### src/rtl/sfr_arb.sv
// Two-master round-robin arbiter in front of a single SFR block; each access is one grant cycle plus one ack cycle.
// Optional bus lock (lock0/lock1 ports, sticky tie-break) is built only when SFR_ARB_LOCK_EN is defined.
module sfr_arb #(
  parameter int unsigned AW = 8,
  parameter int unsigned DW = 16
) (
  input  logic          clk,
  input  logic          nreset,
  input  logic          req0,
  input  logic          req1,
  input  logic [AW-1:0] addr0,
  input  logic [AW-1:0] addr1,
  input  logic          rd0,
  input  logic          rd1,
  input  logic [1:0]    wr0,
  input  logic [1:0]    wr1,
  input  logic [DW-1:0] wdata0,
  input  logic [DW-1:0] wdata1,
`ifdef SFR_ARB_LOCK_EN
  input  logic          lock0,
  input  logic          lock1,
`endif
  output logic          ack0,
  output logic          ack1,
  output logic [DW-1:0] rdata0,
  output logic [DW-1:0] rdata1,
  output logic          sel,
  output logic [AW-1:0] addr,
  output logic          r,
  output logic [1:0]    w,
  output logic [DW-1:0] dwrite,
  input  logic [DW-1:0] sfr_data
);

  typedef enum logic [1:0] {IDLE, GNT0, GNT1} state_t;

  state_t        state_q, state_d;
  logic          sel_q, sel_d;
  logic [AW-1:0] addr_q, addr_d;
  logic          r_q, r_d;
  logic [1:0]    w_q, w_d;
  logic [DW-1:0] dwrite_q, dwrite_d;
  logic          ack0_q, ack0_d;
  logic          ack1_q, ack1_d;
  logic [DW-1:0] rdata0_q, rdata0_d;
  logic [DW-1:0] rdata1_q, rdata1_d;
  logic          last_q, last_d;
  logic          tie_pick1_c;
  logic          freeze_c;
  logic          gnt0_c;
  logic          gnt1_c;
`ifdef SFR_ARB_LOCK_EN
  logic          lock_v_q, lock_v_d;
  logic          lock_own_q, lock_own_d;
`endif

  // Tie-break: master not served last, overridden by a still-held lock.
  always_comb begin
    tie_pick1_c = ~last_q;
    freeze_c    = 1'b0;
`ifdef SFR_ARB_LOCK_EN
    if (lock_v_q && (lock_own_q ? lock1 : lock0)) begin
      tie_pick1_c = lock_own_q;
      freeze_c    = 1'b1;
    end
`endif
    gnt1_c = req1 & (~req0 | tie_pick1_c);
    gnt0_c = req0 & ~gnt1_c;
  end

  always_comb begin
    state_d  = state_q;
    sel_d    = 1'b0;
    addr_d   = '0;
    r_d      = 1'b0;
    w_d      = 2'b00;
    dwrite_d = '0;
    ack0_d   = 1'b0;
    ack1_d   = 1'b0;
    rdata0_d = rdata0_q;
    rdata1_d = rdata1_q;
    last_d   = last_q;
`ifdef SFR_ARB_LOCK_EN
    lock_v_d   = lock_v_q;
    lock_own_d = lock_own_q;
`endif
    case (state_q)
      IDLE: begin
        if (gnt0_c) begin
          state_d  = GNT0;
          sel_d    = 1'b1;
          addr_d   = addr0;
          r_d      = rd0;
          w_d      = wr0;
          dwrite_d = wdata0;
          if (!freeze_c) last_d = 1'b0;
        end else if (gnt1_c) begin
          state_d  = GNT1;
          sel_d    = 1'b1;
          addr_d   = addr1;
          r_d      = rd1;
          w_d      = wr1;
          dwrite_d = wdata1;
          if (!freeze_c) last_d = 1'b1;
        end
      end
      // Completion uses the registered strobe, so a dropped req cannot abort it.
      GNT0: begin
        state_d = IDLE;
        ack0_d  = 1'b1;
        if (r_q) rdata0_d = sfr_data;
`ifdef SFR_ARB_LOCK_EN
        lock_v_d   = lock0;
        lock_own_d = 1'b0;
`endif
      end
      GNT1: begin
        state_d = IDLE;
        ack1_d  = 1'b1;
        if (r_q) rdata1_d = sfr_data;
`ifdef SFR_ARB_LOCK_EN
        lock_v_d   = lock1;
        lock_own_d = 1'b1;
`endif
      end
      default: state_d = IDLE;
    endcase
  end

  always_ff @(posedge clk or negedge nreset) begin
    if (!nreset) begin
      state_q  <= IDLE;
      sel_q    <= 1'b0;
      addr_q   <= '0;
      r_q      <= 1'b0;
      w_q      <= 2'b00;
      dwrite_q <= '0;
      ack0_q   <= 1'b0;
      ack1_q   <= 1'b0;
      rdata0_q <= '0;
      rdata1_q <= '0;
      last_q   <= 1'b1;
`ifdef SFR_ARB_LOCK_EN
      lock_v_q   <= 1'b0;
      lock_own_q <= 1'b0;
`endif
    end else begin
      state_q  <= state_d;
      sel_q    <= sel_d;
      addr_q   <= addr_d;
      r_q      <= r_d;
      w_q      <= w_d;
      dwrite_q <= dwrite_d;
      ack0_q   <= ack0_d;
      ack1_q   <= ack1_d;
      rdata0_q <= rdata0_d;
      rdata1_q <= rdata1_d;
      last_q   <= last_d;
`ifdef SFR_ARB_LOCK_EN
      lock_v_q   <= lock_v_d;
      lock_own_q <= lock_own_d;
`endif
    end
  end

  assign sel    = sel_q;
  assign addr   = addr_q;
  assign r      = r_q;
  assign w      = w_q;
  assign dwrite = dwrite_q;
  assign ack0   = ack0_q;
  assign ack1   = ack1_q;
  assign rdata0 = rdata0_q;
  assign rdata1 = rdata1_q;

endmodule

### config.mk
export PLATFORM = sky130hd
export DESIGN_NAME = sfr_arb
export DESIGN_NICKNAME = d
export VERILOG_FILES = /design/src/rtl/sfr_arb.sv
export SDC_FILE = /design/constraint.sdc
export NUM_CORES = 1
export LEC_CHECK = 0
export CAP_MARGIN = 20
export CORE_MARGIN = 4
export CORE_UTILIZATION = 41
export DETAILED_ROUTE_END_ITERATION = 6
export PLACE_DENSITY = 0.85
export SLEW_MARGIN = 20
export SYNTH_ARGS = -nofsm -noshare
export SYNTH_HDL_FRONTEND = slang
export SYNTH_SLANG_ARGS = --single-unit
### constraint.sdc
create_clock -name clk -period 2.4 [get_ports clk]
set_input_delay 0.48 -clock clk [delete_from_list [all_inputs] [get_ports clk]]
set_output_delay 0.48 -clock clk [all_outputs]
set_load 0.005 [all_outputs]
==> summary.md, run 1 <==
| Metric | Value |
|---|---|
| Status | `completed` |
| Largest net degree at the start of global routing | `30` |
| CP bufs+invs | `1` |
| Final Cell Area | `between 4000 and 5000 sq um` |
| CTS tree | `done` |
| Drt total wl | `around 6 mm` |
| Die Span X | `84.61 microns` |
| Area Overhead vs Synth | `67.76%` |
| Critical Path Max Stage Delay | `between 500 and 600 ps` |
| Maximum root-to-sink buffer count | `2` |
| Synth warn | `0` |
| Io pins | `136` |
| Post-CTS setup buffers | `0` |
| F_max | `~570 MHz` |
| Cell area after synthesis | `between 2000 and 2500 sq um` |
| Max VDD drop | `575.9 uV` |
| Share of layout cells above drive strength 1 | `0.2621` |
| Sequential fraction of the synthesis area | `0.6765` |
| Critical Path Slowest Stage Cell | `clkdlybuf4s50_1` |
| Mapped Avg Cell Area | `approximately 17 sq um` |
| CP max FO | `3` |
| Dpl cell area | `~3800 sq um` |
| 1st-iter DRT viols | `18` |
| Starting Density | `0.4290` |
| Worst setup EP type | `primary output` |
| Clock transition at path regs | `approximately 70 ps` |
| Max Transition Viols Final | `0` |
| Measured slew at the worst slew-check pin | `about 530 ps` |
| Full die area | `roughly 7000 sq um` |
| CP required | `roughly 1900 ps` |
| # diodes | `0` |
| First-pass GRT wire length | `9.446 mm` |
| Total number of vias | `around 1800` |
| Total core area | `approximately 5600 sq um` |
| Cts hold-fix bufs | `0` |
| Syn Inst Count | `between 100 and 150` |
| Grt ovf | `0` |
| Synth top area share | `0.6656` |
| Leak pwr | `1.739 nW` |
| DR pass1 iterations | `2` |
| Hold Path Class | `in -> async` |
| Relative slew slack | `0.6472` |
| Final clock skew | `around 5.2 ps` |
| Root Driver | `clkbuf_8` |
| H-tree depth | `3` |
| Clock Latency Late Sink | `roughly 320 ps` |
| Final #Nets | `between 300 and 400` |
| Netlist cell types | `19` |
| Minimum clock period | `about 1800 ps` |
| Post-Syn Nets | `roughly 220` |
| Final hold violations | `0` |
| Total CTS buffers | `9` |
| Post-route insts no fill | `between 300 and 400` |
| Area leader, netlist | `dfrtp_1` |
| Vias/cell | `slightly below 5` |
| Tot GR Track Use | `0.1732` |
| Synth area leaders | `dfrtp_1, mux2_2, a22o_2, a22o_1, buf_6` |
| PwrDens | `approximately 1100 nW/um^2` |
| Number of core rows | `27` |
| Initial antenna violation count | `0` |
| Setup crit start kind | `register` |
| Critical-path cell list | `clkdlybuf4s50_1` |
| Worst setup path class | `reg -> out` |
| Worst hold margin | `between 80 and 90 ps` |
| Synth Register Bits | `65` |
| Critical path arrival | `between 1000 and 1500 ps` |
| DRC | `0` |
| # resized after CTS | `0` |
| Port bufs | `about 140` |
| Post-layout power | `about 0.0043 W` |
| Gpl congestion | `0.7316` |
| Crit path max-delay family | `buffers and inverters` |
| Post-route setup TNS | `0 ps` |
| Vias in the first global route | `2004` |
| Post-Place Cells | `346` |
| RSZ-0062 raised after global routing | `false` |
| CTS Sinks | `65` |
| Final ANT Viol Nets | `0` |
| Max-Cap Viols | `0` |
| Final setup vio count | `0` |
| Routed len/inst | `approximately 17 microns` |
| Period utilization | `0.7337` |
| Detailed placement HPWL | `4.461 mm` |
| Die H | `about 85 microns` |
[worst paths after layout]
check / start / cells after the start / to / slack, ps
min in group clk: rdata1[6] / 1 / rdata1[6] / 500
setup / recovery: r / 1 / r / 640
max in group asynchronous: nreset / 2 / rdata1[6] / 1640
hold reg to reg: rdata1[6] / 1 / rdata1[6] / 500
hold / removal: nreset / 1 / rdata0[8] / 90
setup reg to reg: state_q[1] / 3 / rdata0[4] / 890
[synth_stat cells (all sizes together)]
cell / count
dfrtp: 64
mux2: 32
a22o: 27
buf: 6
nand2: 3
and2b: 2
inv: 2
a2111oi: 1
and3: 1
clkbuf: 1
dfstp: 1
nor2: 1
o21a: 1
o21bai: 1
[state kept, by name, indices dropped and copies added (netlist names)]
name	cells
last_q	1
rdata0	16
r	1
sel	1
rdata1	16
dwrite	16
state_q	2
ack1	1
addr	8
ack0	1
w	2
[placed cells by master, fill, tap and decap left out, drive strengths merged]
cell type / netlist / layout
clkdlybuf4s50: 0 / 134
dfrtp: 64 / 64
mux2: 32 / 32
a22o: 27 / 27
clkbuf: 1 / 11
buf: 6 / 4
nand2: 3 / 3
inv: 2 / 2
and2b: 2 / 2
clkinv: 0 / 2
bufinv: 0 / 2
nor2: 1 / 1
and3: 1 / 1
a2111oi: 1 / 1
o21a: 1 / 1
o21bai: 1 / 1
clkinvlp: 0 / 1
dfstp: 1 / 1
[area by class of cell]
type	count	area (sq um)
clock buffer	11	151.4
clock inverter	5	77.57
fill	408	1572
inverter	2	7.507
multi-input combinational	69	713.2
sequential	65	1628
tap	72	90.09
timing repair buffer	138	1369
[cell families after synthesis]
family / Yosys count / share of synthesized area
DFF: 65 / 0.6766
muxes: 32 / 0.1498
AOI/OAI and AO/OA: 30 / 0.1290
buffers and inverters: 9 / 0.02704
and+or+nand+nor: 7 / 0.01768
[power by group]
part           internal (W)  switching (W)
Clock              0.000638       0.000399
Sequential          0.00152       0.000196
Combinational       0.00111       0.000477
[per-layer routing]
layer  GRT usage  wire length (microns)  up-vias
li1            -                      -      812
met3     0.06477                    626       14
met5           0                      0        -
met1      0.1789                   2229      855
met2      0.2982                   2992       98
met4      0.1022                    156        0
[stage by stage]
step             util  setup slack (ps)
4_1_cts        0.7198             615.4
3_5_place_dp   0.6789             440.2
6_report       0.7198             639.1
5_1_grt        0.7198             607.2
2_1_floorplan       -             927.9
3_3_place_gp   0.6789             511.4
No activity file was read; power rests on OpenSTA's default activity.
==> run 2, diff against run 1 <==
Settings changed: CORE_UTILIZATION 41 to 34, PLACE_DENSITY 0.85 to 0.75.
Clock period 2.4 ns to 1.5 ns, I/O delays scaled along.
==> run 2 against run 1 <==
  * First-iteration DRC count down 11%
  * Flip-flop and latch count unchanged
  * Cell count up 8.8%
  * Utilization down 9.9 points
  * Global-route usage down 3.0 points
  * Worst hold slack better by 350 ps
  * Register-to-register slack worse by 790 ps
  * Die area up 19%
  * Highest routed layer unchanged
==> summary.md, run 2 (synthesis gave the netlist of run 1 again) <==
| Metric | Value |
|---|---|
| Total number of vias | `roughly 1800` |
| Critical path arrival | `between 1000 and 1500 ps` |
| Worst setup path class | `reg -> out` |
| Root Driver | `clkbuf_8` |
| Crit path max-delay family | `buffers and inverters` |
| DR pass1 iterations | `3` |
| Final clock skew | `6.790 ps` |
| Largest net degree at the start of global routing | `31` |
| CP max FO | `2` |
| Area Overhead vs Synth | `76.18%` |
| Die Span X | `approximately 92 microns` |
| Total core area | `between 6000 and 7000 sq um` |
| CTS tree | `done` |
| Port bufs | `135` |
| Clock transition at path regs | `~70 ps` |
| Max Transition Viols Final | `0` |
| Int Power | `approximately 0.0049 W` |
| Detailed placement HPWL | `4.516 mm` |
| Commonest non-fill, non-tap cell in the layout | `clkdlybuf4s50_1` |
| Critical Path Max Stage Delay | `roughly 500 ps` |
| Maximum root-to-sink buffer count | `2` |
| Total CTS buffers | `9` |
| CP bufs+invs | `1` |
| Grt ovf | `0` |
| Sw Share | `0.2543` |
| Critical-path cell list | `clkdlybuf4s50_1` |
| 1st-iter DRT viols | `16` |
| Tot GR Track Use | `0.1431` |
| Drt total wl | `roughly 5.9 mm` |
| DRC | `0` |
| Status | `completed` |
| Place WS | `-165.1 ps` |
| Relative slew slack | `0.7215` |
| Util after Layout | `0.6205` |
| RSZ-0062 raised after global routing | `false` |
| Most frequent cells in the layout | `clkdlybuf4s50_1, dfrtp_1, dlymetal6s2s_1` |
| CP required | `approximately 1200 ps` |
| Share of layout cells above drive strength 1 | `0.2685` |
| Starting Density | `0.3522` |
| Vias/cell | `about 4.5` |
| Clock power share | `0.217` |
| Comb pwr share | `0.372` |
| Number of core rows | `30` |
| Worst setup EP type | `primary output` |
| Initial antenna violation count | `0` |
| Leak pwr | `2.243 nW` |
| Clock Latency Late Sink | `approximately 320 ps` |
| Max-Cap Viols | `0` |
| Hold Path Class | `in -> async` |
| Vias in the first global route | `approximately 1900` |
| Setup crit start kind | `register` |
| Routed len/inst | `14.97 microns` |
| # diodes | `0` |
| Minimum clock period | `about 1500 ps` |
| Final ANT Viol Nets | `0` |
| Net Switching | `0.001667 W` |
| CTS Sinks | `65` |
| First-pass GRT wire length | `about 9.4 mm` |
| PwrDens | `roughly 1500 nW/um^2` |
| Final setup margin | `38.89 ps` |
| Measured slew at the worst slew-check pin | `around 420 ps` |
| Seq pwr share | `0.411` |
| Final hold violations | `0` |
| Max VDD drop | `about 640 uV` |
| Critical Path Slowest Stage Cell | `clkdlybuf4s50_1` |
| Final setup vio count | `0` |
| F_max | `684.4 MHz` |
| Period utilization | `0.9741` |
| Gpl congestion | `between 0.6 and 0.7` |
| Die H | `92.12 microns` |
| Io pins | `between 100 and 150` |
| H-tree depth | `3` |
| Full die area | `about 8500 sq um` |
| Final #Nets | `~370` |
run 2: cell types whose count changed in the layout (fill, tap and decap cells not counted), sizes merged:
| cell | before | now |
|---|---|---|
| buf | 4 | 11 |
| dlymetal6s2s | 0 | 37 |
| dlygate4sd2 | 0 | 14 |
| bufinv | 2 | 1 |
| clkdlybuf4s50 | 134 | 83 |
| dlygate4sd3 | 0 | 1 |
| clkbuf | 11 | 13 |
| clkinvlp | 1 | 0 |
run 2: path summary, 6_finish.rpt:
| path | start | end | slack [ps] | depth (start not counted) |
|---|---|---|---|---|
| min | nreset | rdata0[0] | 440 | 2 |
| max in group asynchronous | nreset | last_q | 530 | 3 |
| max reg2reg | last_q | dwrite[5] | 100 | 4 |
| min in group clk | rdata0[0] | rdata0[0] | 500 | 1 |
| max | rdata0[1] | rdata0[1] | 40 | 1 |
| min reg2reg | rdata0[0] | rdata0[0] | 500 | 1 |
run 2: layout make-up:
type                            count  area (sq um)
Fill cell                         540          2592
Sequential cell                    65          1628
Timing Repair Buffer              146          1582
Multi-Input combinational cell     69         713.2
Clock buffer                       13         148.9
Tap cell                           96         120.1
Clock inverter                      3         40.04
Inverter                            2         7.507
run 2: metal layers:
metal	vias to the layer above	GRT usage	routed length, microns
li1	825	-	-
met1	855	0.1675	2363
met2	90	0.2360	2918
met3	6	0.05332	553
met4	0	0.05941	64
met5	-	0	0
run 2: repair_timing:
item	in CTS	in global routing
buffers inserted	1	1
setup endpoints to repair	14	37
pin swaps	0	0
resized for setup	14	37
hold endpoints to repair	14	0
hold buffers	1	0
run 2: power groups by stage:
stage | Sequential (W) | Combinational, W | Clock [W]
floorplan | 0.00281 | 0.000847 | 0
global placement | 0.00274 | 0.00263 | 0
detailed placement | 0.00276 | 0.00269 | 0
CTS | 0.00272 | 0.00259 | 0.00147
global route | 0.00278 | 0.00265 | 0.00157
finish | 0.00269 | 0.00244 | 0.00142
run 2: stage by stage:
stage               instances  hold slack, ps  cell area (sq um)  setup TNS [ps]  power [W]
floorplan                 143           4.409               2406               0   0.003653
global placement          375           254.1               3950           -3373   0.005370
detailed placement        375           262.7               3950           -3931   0.005451
CTS                       393           444.8               4139               0   0.006786
global route              394           459.9               4239               0   0.006996
finish                    394           440.3               4239               0   0.006558
